===== src/rtl/pipe_ctrl_if.sv =====
// Stall/flush bundle between pipe_ctrl (master) and the pipeline registers / IF unit (slave).
interface pipe_ctrl_if #(
   parameter int STALL_W = 6
);
   logic               stallreq_if;
   logic               stallreq_id;
   logic               stallreq_ex;
   logic               stallreq_mem;
   logic               ex_b_flag;
   logic [31:0]        ex_b_target;
   logic               redirect_ready;
   logic [STALL_W-1:0] stall_state;
   logic               b_flag_o;
   logic               redirect_valid;
   logic [31:0]        redirect_pc;

   modport master (
      input  stallreq_if, stallreq_id, stallreq_ex, stallreq_mem,
      input  ex_b_flag, ex_b_target, redirect_ready,
      output stall_state, b_flag_o, redirect_valid, redirect_pc
   );

   modport slave (
      output stallreq_if, stallreq_id, stallreq_ex, stallreq_mem,
      output ex_b_flag, ex_b_target, redirect_ready,
      input  stall_state, b_flag_o, redirect_valid, redirect_pc
   );
endinterface


===== src/rtl/pipe_ctrl.sv =====
// Pipeline stall/flush controller: merges stage stall requests, qualifies EX mispredicts, holds redirect PC.
// Optional performance counters enabled by defining PIPE_CTRL_PERF_EN.
module pipe_ctrl #(
   parameter int STALL_W   = 6,
   parameter int MAX_STALL = 255
) (
   input  logic        clk,
   input  logic        rst,
   input  logic        rdy,
   pipe_ctrl_if.master bus,
   output logic        stall_timeout,
   output logic [31:0] perf_stall_cnt,
   output logic [31:0] perf_flush_cnt
);
   typedef enum logic [1:0] {RUN, MEM_WAIT, REDIRECT} state_t;

   localparam logic [15:0] MAX_CNT = 16'(MAX_STALL);

   state_t             state;
   logic               redirect_valid;
   logic [31:0]        redirect_pc;
   logic [15:0]        mem_cnt;
   logic [15:0]        mem_cnt_next;
   logic [STALL_W-1:0] stall_state;
   logic               b_flag;

   always_comb begin
      stall_state = '0;
      if (bus.stallreq_mem)     stall_state[3:0] = 4'b1111;
      else if (bus.stallreq_ex) stall_state[2:0] = 3'b111;
      else if (bus.stallreq_id) stall_state[1:0] = 2'b11;
      else if (bus.stallreq_if) stall_state[0]   = 1'b1;
      // PC stays frozen until IF takes the redirect
      if (state == REDIRECT)    stall_state[0]   = 1'b1;
   end

   // A held EX stage re-presents its branch next cycle, so only a moving EX may flush.
   assign b_flag = bus.ex_b_flag & ~bus.stallreq_mem & ~bus.stallreq_ex;

   assign bus.stall_state    = stall_state;
   assign bus.b_flag_o       = b_flag;
   assign bus.redirect_valid = redirect_valid;
   assign bus.redirect_pc    = redirect_pc;

   always_ff @(posedge clk or negedge rst) begin
      if (!rst) begin
         state          <= RUN;
         redirect_valid <= 1'b0;
         redirect_pc    <= 32'h0;
      end else if (rdy) begin
         case (state)
            RUN, MEM_WAIT: begin
               if (b_flag) begin
                  redirect_pc    <= bus.ex_b_target;
                  redirect_valid <= 1'b1;
                  state          <= REDIRECT;
               end else if (bus.stallreq_mem) begin
                  state <= MEM_WAIT;
               end else begin
                  state <= RUN;
               end
            end
            REDIRECT: begin
               // a fresh flush supersedes the pending target even if IF acks this cycle
               if (b_flag) begin
                  redirect_pc <= bus.ex_b_target;
               end else if (bus.redirect_ready) begin
                  redirect_valid <= 1'b0;
                  state          <= RUN;
               end
            end
            default: state <= RUN;
         endcase
      end
   end

   assign mem_cnt_next = (mem_cnt == 16'hFFFF) ? mem_cnt : mem_cnt + 16'd1;

   always_ff @(posedge clk or negedge rst) begin
      if (!rst) begin
         mem_cnt       <= 16'h0;
         stall_timeout <= 1'b0;
      end else if (rdy) begin
         if (bus.stallreq_mem) begin
            mem_cnt <= mem_cnt_next;
            if (mem_cnt_next >= MAX_CNT) stall_timeout <= 1'b1;
         end else begin
            mem_cnt <= 16'h0;
         end
      end
   end

`ifdef PIPE_CTRL_PERF_EN
   always_ff @(posedge clk or negedge rst) begin
      if (!rst) begin
         perf_stall_cnt <= 32'h0;
         perf_flush_cnt <= 32'h0;
      end else if (rdy) begin
         if (|stall_state) perf_stall_cnt <= perf_stall_cnt + 32'd1;
         if (b_flag)       perf_flush_cnt <= perf_flush_cnt + 32'd1;
      end
   end
`else
   assign perf_stall_cnt = 32'h0;
   assign perf_flush_cnt = 32'h0;
`endif
endmodule

===== src/flat_wrapper.sv =====
// flat-port wrapper written by rule: the top's interface ports become plain ports
module pipe_ctrl_flat 
#(
   parameter int STALL_W   = 6,
   parameter int MAX_STALL = 255
)
  (clk, rst, rdy, stall_timeout, perf_stall_cnt, perf_flush_cnt, bus_stallreq_if, bus_stallreq_id, bus_stallreq_ex, bus_stallreq_mem, bus_ex_b_flag, bus_ex_b_target, bus_redirect_ready, bus_stall_state, bus_b_flag_o, bus_redirect_valid, bus_redirect_pc);
  pipe_ctrl_if #(.STALL_W(STALL_W)) bus_i ();
  input  logic clk;
  input  logic rst;
  input  logic rdy;
  output logic stall_timeout;
  output logic [31:0] perf_stall_cnt;
  output logic [31:0] perf_flush_cnt;
  input wire logic [$bits(bus_i.stallreq_if)-1:0] bus_stallreq_if;
  input wire logic [$bits(bus_i.stallreq_id)-1:0] bus_stallreq_id;
  input wire logic [$bits(bus_i.stallreq_ex)-1:0] bus_stallreq_ex;
  input wire logic [$bits(bus_i.stallreq_mem)-1:0] bus_stallreq_mem;
  input wire logic [$bits(bus_i.ex_b_flag)-1:0] bus_ex_b_flag;
  input wire logic [$bits(bus_i.ex_b_target)-1:0] bus_ex_b_target;
  input wire logic [$bits(bus_i.redirect_ready)-1:0] bus_redirect_ready;
  output wire logic [$bits(bus_i.stall_state)-1:0] bus_stall_state;
  output wire logic [$bits(bus_i.b_flag_o)-1:0] bus_b_flag_o;
  output wire logic [$bits(bus_i.redirect_valid)-1:0] bus_redirect_valid;
  output wire logic [$bits(bus_i.redirect_pc)-1:0] bus_redirect_pc;
  assign bus_i.stallreq_if = bus_stallreq_if;
  assign bus_i.stallreq_id = bus_stallreq_id;
  assign bus_i.stallreq_ex = bus_stallreq_ex;
  assign bus_i.stallreq_mem = bus_stallreq_mem;
  assign bus_i.ex_b_flag = bus_ex_b_flag;
  assign bus_i.ex_b_target = bus_ex_b_target;
  assign bus_i.redirect_ready = bus_redirect_ready;
  assign bus_stall_state = bus_i.stall_state;
  assign bus_b_flag_o = bus_i.b_flag_o;
  assign bus_redirect_valid = bus_i.redirect_valid;
  assign bus_redirect_pc = bus_i.redirect_pc;
  pipe_ctrl #(.STALL_W(STALL_W), .MAX_STALL(MAX_STALL)) u_core (.clk(clk), .rst(rst), .rdy(rdy), .bus(bus_i), .stall_timeout(stall_timeout), .perf_stall_cnt(perf_stall_cnt), .perf_flush_cnt(perf_flush_cnt));
endmodule

===== config.mk =====
export PLATFORM = sky130hd
export DESIGN_NAME = pipe_ctrl_flat
export DESIGN_NICKNAME = d
export VERILOG_FILES = /design/src/rtl/pipe_ctrl_if.sv /design/src/rtl/pipe_ctrl.sv /design/src/flat_wrapper.sv
export SDC_FILE = /design/constraint.sdc
export NUM_CORES = 1
export LEC_CHECK = 0
export CORE_MARGIN = 4
export CORE_UTILIZATION = 30
export DETAILED_ROUTE_END_ITERATION = 12
export PLACE_DENSITY_LB_ADDON = 0.08
export SLEW_MARGIN = 15
export SYNTH_ARGS = -nofsm -noshare
export SYNTH_HDL_FRONTEND = slang
export SYNTH_SLANG_ARGS = --single-unit

===== constraint.sdc =====
create_clock -name clk -period 3.4 [get_ports clk]
set_clock_uncertainty 0.1 [all_clocks]
set_input_delay 0.68 -clock clk [delete_from_list [all_inputs] [get_ports clk]]
set_output_delay 0.68 -clock clk [all_outputs]
set_load 0.02 [all_outputs]

## After elaboration in Yosys (flattened, before gate mapping)

Index checks and enable logic that the tools add are counted.

- Bits in registers: 52
- Output and inout port bits: 105
- Word-level logic and storage cells: 44

- $add $sub $neg: 1
- Order comparisons: 1
- Equal/unequal tests: 6
- Mux-type cells: 19
- Bitwise logic cells: 4
- Reduce and logical (&&, ||, !) cells: 8

Operators with widths:

| kind | count |
|---|---|
| 2-to-1 mux 16 bit | 2 |
| adder 16 x 1 -> 16 bit, second input constant | 1 |
| == test 16 bit, second input constant | 1 |
| >= comparator 16 x 8 -> 1 bit, second input constant | 1 |
| 2-to-1 mux 1 bit | 10 |
| AND reduction 3 bit | 3 |
| 2-to-1 mux 2 bit | 4 |
| != test 2 bit, second input constant | 3 |
| AND reduction 5 bit | 1 |
| one-hot mux 2 bit (2 select lines) | 1 |
| 2-to-1 mux 3 bit | 1 |
| OR reduction 3 bit | 1 |
| AND 1 bit | 2 |
| == test 2 x 1 -> 1 bit, second input constant | 1 |
| == test 2 bit, second input constant | 1 |
| logical NOT 2 bit | 1 |
| inverter 1 bit | 2 |
| one-hot mux 1 bit (2 select lines) | 1 |
| nonzero test 2 bit | 1 |
| OR reduction 2 bit | 1 |

## Depth between registers and ports, before layout

- Word-level depth: 5
- Gate-level depth with buffers: 9
- Gate-level depth less buffers: 7

## Worst setup path before layout

No wires, ideal clock.

- Kind: input to output
- Start point: in bus_stallreq_mem
- End point: out bus_stall_state[0]
- Arrival: 1658 ps
- Data required time: 2620 ps
- Path slack: 962 ps
- Stages: 3
- Path through: clkbuf_1 -> or3_1 -> a211o_1

- Cells in the longest elaborated chain, start to end: 2

RTL lines:

| element | RTL line | RTL |
|---|---|---|
| start, declared | flat_wrapper.sv:18 | `input wire logic [$bits(bus_i.stallreq_mem)-1:0] bus_stallreq_mem;` |
| 2-to-1 mux 3 bit | pipe_ctrl.sv:29 | `if (bus.stallreq_mem) stall_state[3:0] = 4'b1111;` |
| 2-to-1 mux 1 bit | pipe_ctrl.sv:34 | `if (state == REDIRECT) stall_state[0] = 1'b1;` |
| end, declared | flat_wrapper.sv:22 | `output wire logic [$bits(bus_i.stall_state)-1:0] bus_stall_state;` |

No other way between the ends.

## Final worst setup path

Ends and elaborated chain as after synthesis.

==> reports/metrics.json <==
{
  "outcome": "complete, no violations",
  "ordered_list_of_cells_on_the_worst_path": "clkdlybuf4s50_1, or3_1, a211o_1, clkdlybuf4s50_1",
  "period_share_pct": 91.86,
  "die-width_um": 109.7,
  "first_pass_iteration_count_of_the_detailed_router": 4,
  "max_slew_violations": 0,
  "syn_inst": 310,
  "totalWireLength_um": 7250,
  "post-place-cells": 509,
  "ys_dominant_reg_cell": "dfrtp_1",
  "r2r.worst_path.cells": 7,
  "synth_enable_flop_cells": 0,
  "ctsHoldBuffers": 0,
  "cp_slowest_cell": "clkdlybuf4s50_1",
  "synth_top_family_by_area": "buffers and inverters",
  "nets": 425,
  "critical_path.startpoint": "bus_stallreq_mem",
  "gr-total-overflow": 0,
  "synth_adder_area_share_pct": 0.4031,
  "grt_max_degree": 33,
  "netlist_area_um2": 3104,
  "p_total_mw": 1.729,
  "hold_class": "input pin to async pin",
  "setup_viol_count_final": 0,
  "syn_to_final_growth_pct": 23.54,
  "antenna_found_initial": 0,
  "num_rows": 36,
  "instances_no_fill": 517,
  "timing_hold_violations_final": 0,
  "number_of_setup_buffers_added_after_cts": 0,
  "synth_seq_cells": 52,
  "synth.top_cell.area_share_pct": 41.92,
  "h-tree-depth": 2,
  "worst_setup_hold_path_clk_slew_ps": 100,
  "vias_in_the_first_global_route": 2059,
  "num_vias": 2250,
  "clock_insertion_delay_worst_skew_ps": 300,
  "max_slew_margin_pct": 54.81,
  "fp.dieH_um": 109.7,
  "cp.arrival_ps": 2340,
  "ctsLongestPathBuffers": 2,
  "fin_worst_hold_slack_ps": 300.8,
  "antenna_cells_inserted": 0,
  "final.setup.tns_ps": 0,
  "finalCoreUtilization_pct": 38.70,
  "tritoncts_clock_tree": "yes",
  "timing.critical_path.from_type": "input pin",
  "worst-r2r-setup-slack_ps": 720,
  "drv.max_cap_violation_count": 0,
  "fillerInstances": 1007,
  "crit_path_max_fanout": 3,
  "asyncSetResetFlopFracSynth_pct": 100.0,
  "groute.usage.overall_pct": 11.65,
  "max_stage_delay_ps": 540,
  "part_of_the_yosys_area_used_for_sequential_elements_pct": 41.92,
  "synth.yosys.warnings": 0,
  "remaining_drc_errors": 0,
  "p_leak_nw": 1.626,
  "rsz_0062_raised_after_global_routing": "no",
  "synth-xor-area-share_pct": 1.975,
  "reg2reg_to": "u_core.stall_timeout",
  "synth.area.mux_share_pct": 12.29,
  "wire_length_of_the_first_global_routing_pass_um": 11040,
  "synth-compound-area-share_pct": 10.48,
  "cp_top_family": "buffers and inverters",
  "max_slew.worst_pin.slew_ps": 677.9,
  "detailed_place_hpwl_um": 5548,
  "max_vdd_drop_uv": 169.3,
  "power.density_cell_area_nw_per_um2": 450.9,
  "synth.distinct_cells": 47,
  "fmax_ghz": 0.3202,
  "ioPinCount": 146,
  "synthMostInstantiatedCell": "buf_4",
  "synthSimpleGateAreaFrac_pct": 12.66,
  "numCtsBuffers": 5,
  "endpoint_kind": "primary output",
  "postCtsResizedCells": 0,
  "critical_path.most_common_cell": "clkdlybuf4s50_1",
  "synth_area_leaders": "dfrtp_1, buf_4, mux2_1",
  "setup.worst_path.end": "bus_stall_state[0]",
  "synth_area_per_inst_um2": 10.01,
  "vias_per_cell": 4.352,
  "layout_cells_sized_above_1_pct": 5.990,
  "initial_core_util_pct": 31.33,
  "timing.critical_path.buf_inv": 2,
  "synthDominantAreaCellType": "dfrtp_1",
  "clock_sink_count": 52,
  "finalWorstPathRequiredPeriod_ps": 3123,
  "critical_path.reg2reg.startpoint": "u_core.mem_cnt[0]",
  "synth_top_cells_by_count": "buf_4, dfrtp_1, mux2_1, nand2_1, a21oi_1",
  "crit_cells": 4,
  "drt_iter0_markers": 99,
  "place.gp.congestion": 0.7435,
  "core_outline_area_um2": 9910,
  "criticalPathCategory": "input pin to primary output",
  "cts_root_buffer": "clkbuf_8",
  "port_buffers": 79,
  "overall_die_area_um2": 12040,
  "route.detailed.wl_per_inst_um": 14.02,
  "antenna_viol_nets_final": 0,
  "cp.required_ps": 2620
}
==> cells in the final DEF, fill, tap and decap left out, types with 8 or more instances in the layout <==
cell / n
nor2_1: 10
a21oi_1: 11
dfrtp_1: 52
o21ai_1: 9
clkdlybuf4s50_1: 78
nand3_1: 8
mux2_1: 27
nand2_1: 21
conb_1: 66
inv_1: 8
==> logic make-up after synthesis <==
family,after synthesis
mux,34
flops,52
buf+inv,92
xor+xnor,7
fa+ha+maj,1
compound gates,51
other cells,1
simple gates,72
==> flip-flops by register name, summed over array words and instances (netlist names) <==
name / cells
u_core.mem_cnt: 16
u_core.bus.redirect_valid: 1
u_core.bus.redirect_pc: 32
u_core.stall_timeout: 1
u_core.state: 2
==> how the worst min path moves through the flow <==
stage / startpoint / end / slack (ps) / cells past startpoint
2_1_floorplan: rst / u_core.bus.redirect_pc[0] / 280 / 0
3_3_place_gp: u_core.bus.redirect_pc[20] / u_core.bus.redirect_pc[20] / 370 / 1
3_5_place_dp: u_core.bus.redirect_pc[29] / u_core.bus.redirect_pc[29] / 380 / 1
4_1_cts: rst / u_core.bus.redirect_pc[10] / 330 / 1
5_1_grt: rst / u_core.bus.redirect_pc[12] / 350 / 1
6_report: rst / u_core.bus.redirect_pc[10] / 300 / 1
==> per-layer routing <==
layer / track usage [%] / routed length, um / vias to the layer above
met5: 0 / 0 / -
met4: 2.850 / 68 / 0
met3: 2.584 / 557 / 7
met2: 18.92 / 3389 / 80
met1: 15.75 / 3235 / 1071
li1: - / - / 1092
==> report_power, final <==
group | switching [mW] | internal (mW) | total, mW
Combinational | 0.308 | 0.272 | 0.580
Sequential | 0.0686 | 0.722 | 0.790
Clock | 0.212 | 0.147 | 0.359
==> metrics by stage <==
step                      cell area, um^2  worst slack (ps)
after floorplan                      3348             962.0
after global placement               3746             284.6
after detailed placement             3746             269.0
after CTS                            3835             264.2
after global routing                 3835             240.6
final                                3835             276.8
==> cell type report <==
class	count	area, um^2	area share (%)
Multi-Input combinational cell	231	1421	37.06
Tap cell	133	166.4	4.339
Clock buffer	6	72.57	1.892
Inverter	9	33.78	0.8809
Timing Repair Buffer	84	823.3	21.47
Sequential cell	52	1301	33.93
Clock inverter	2	16.27	0.4241
(Power assumes the default switching activity.)
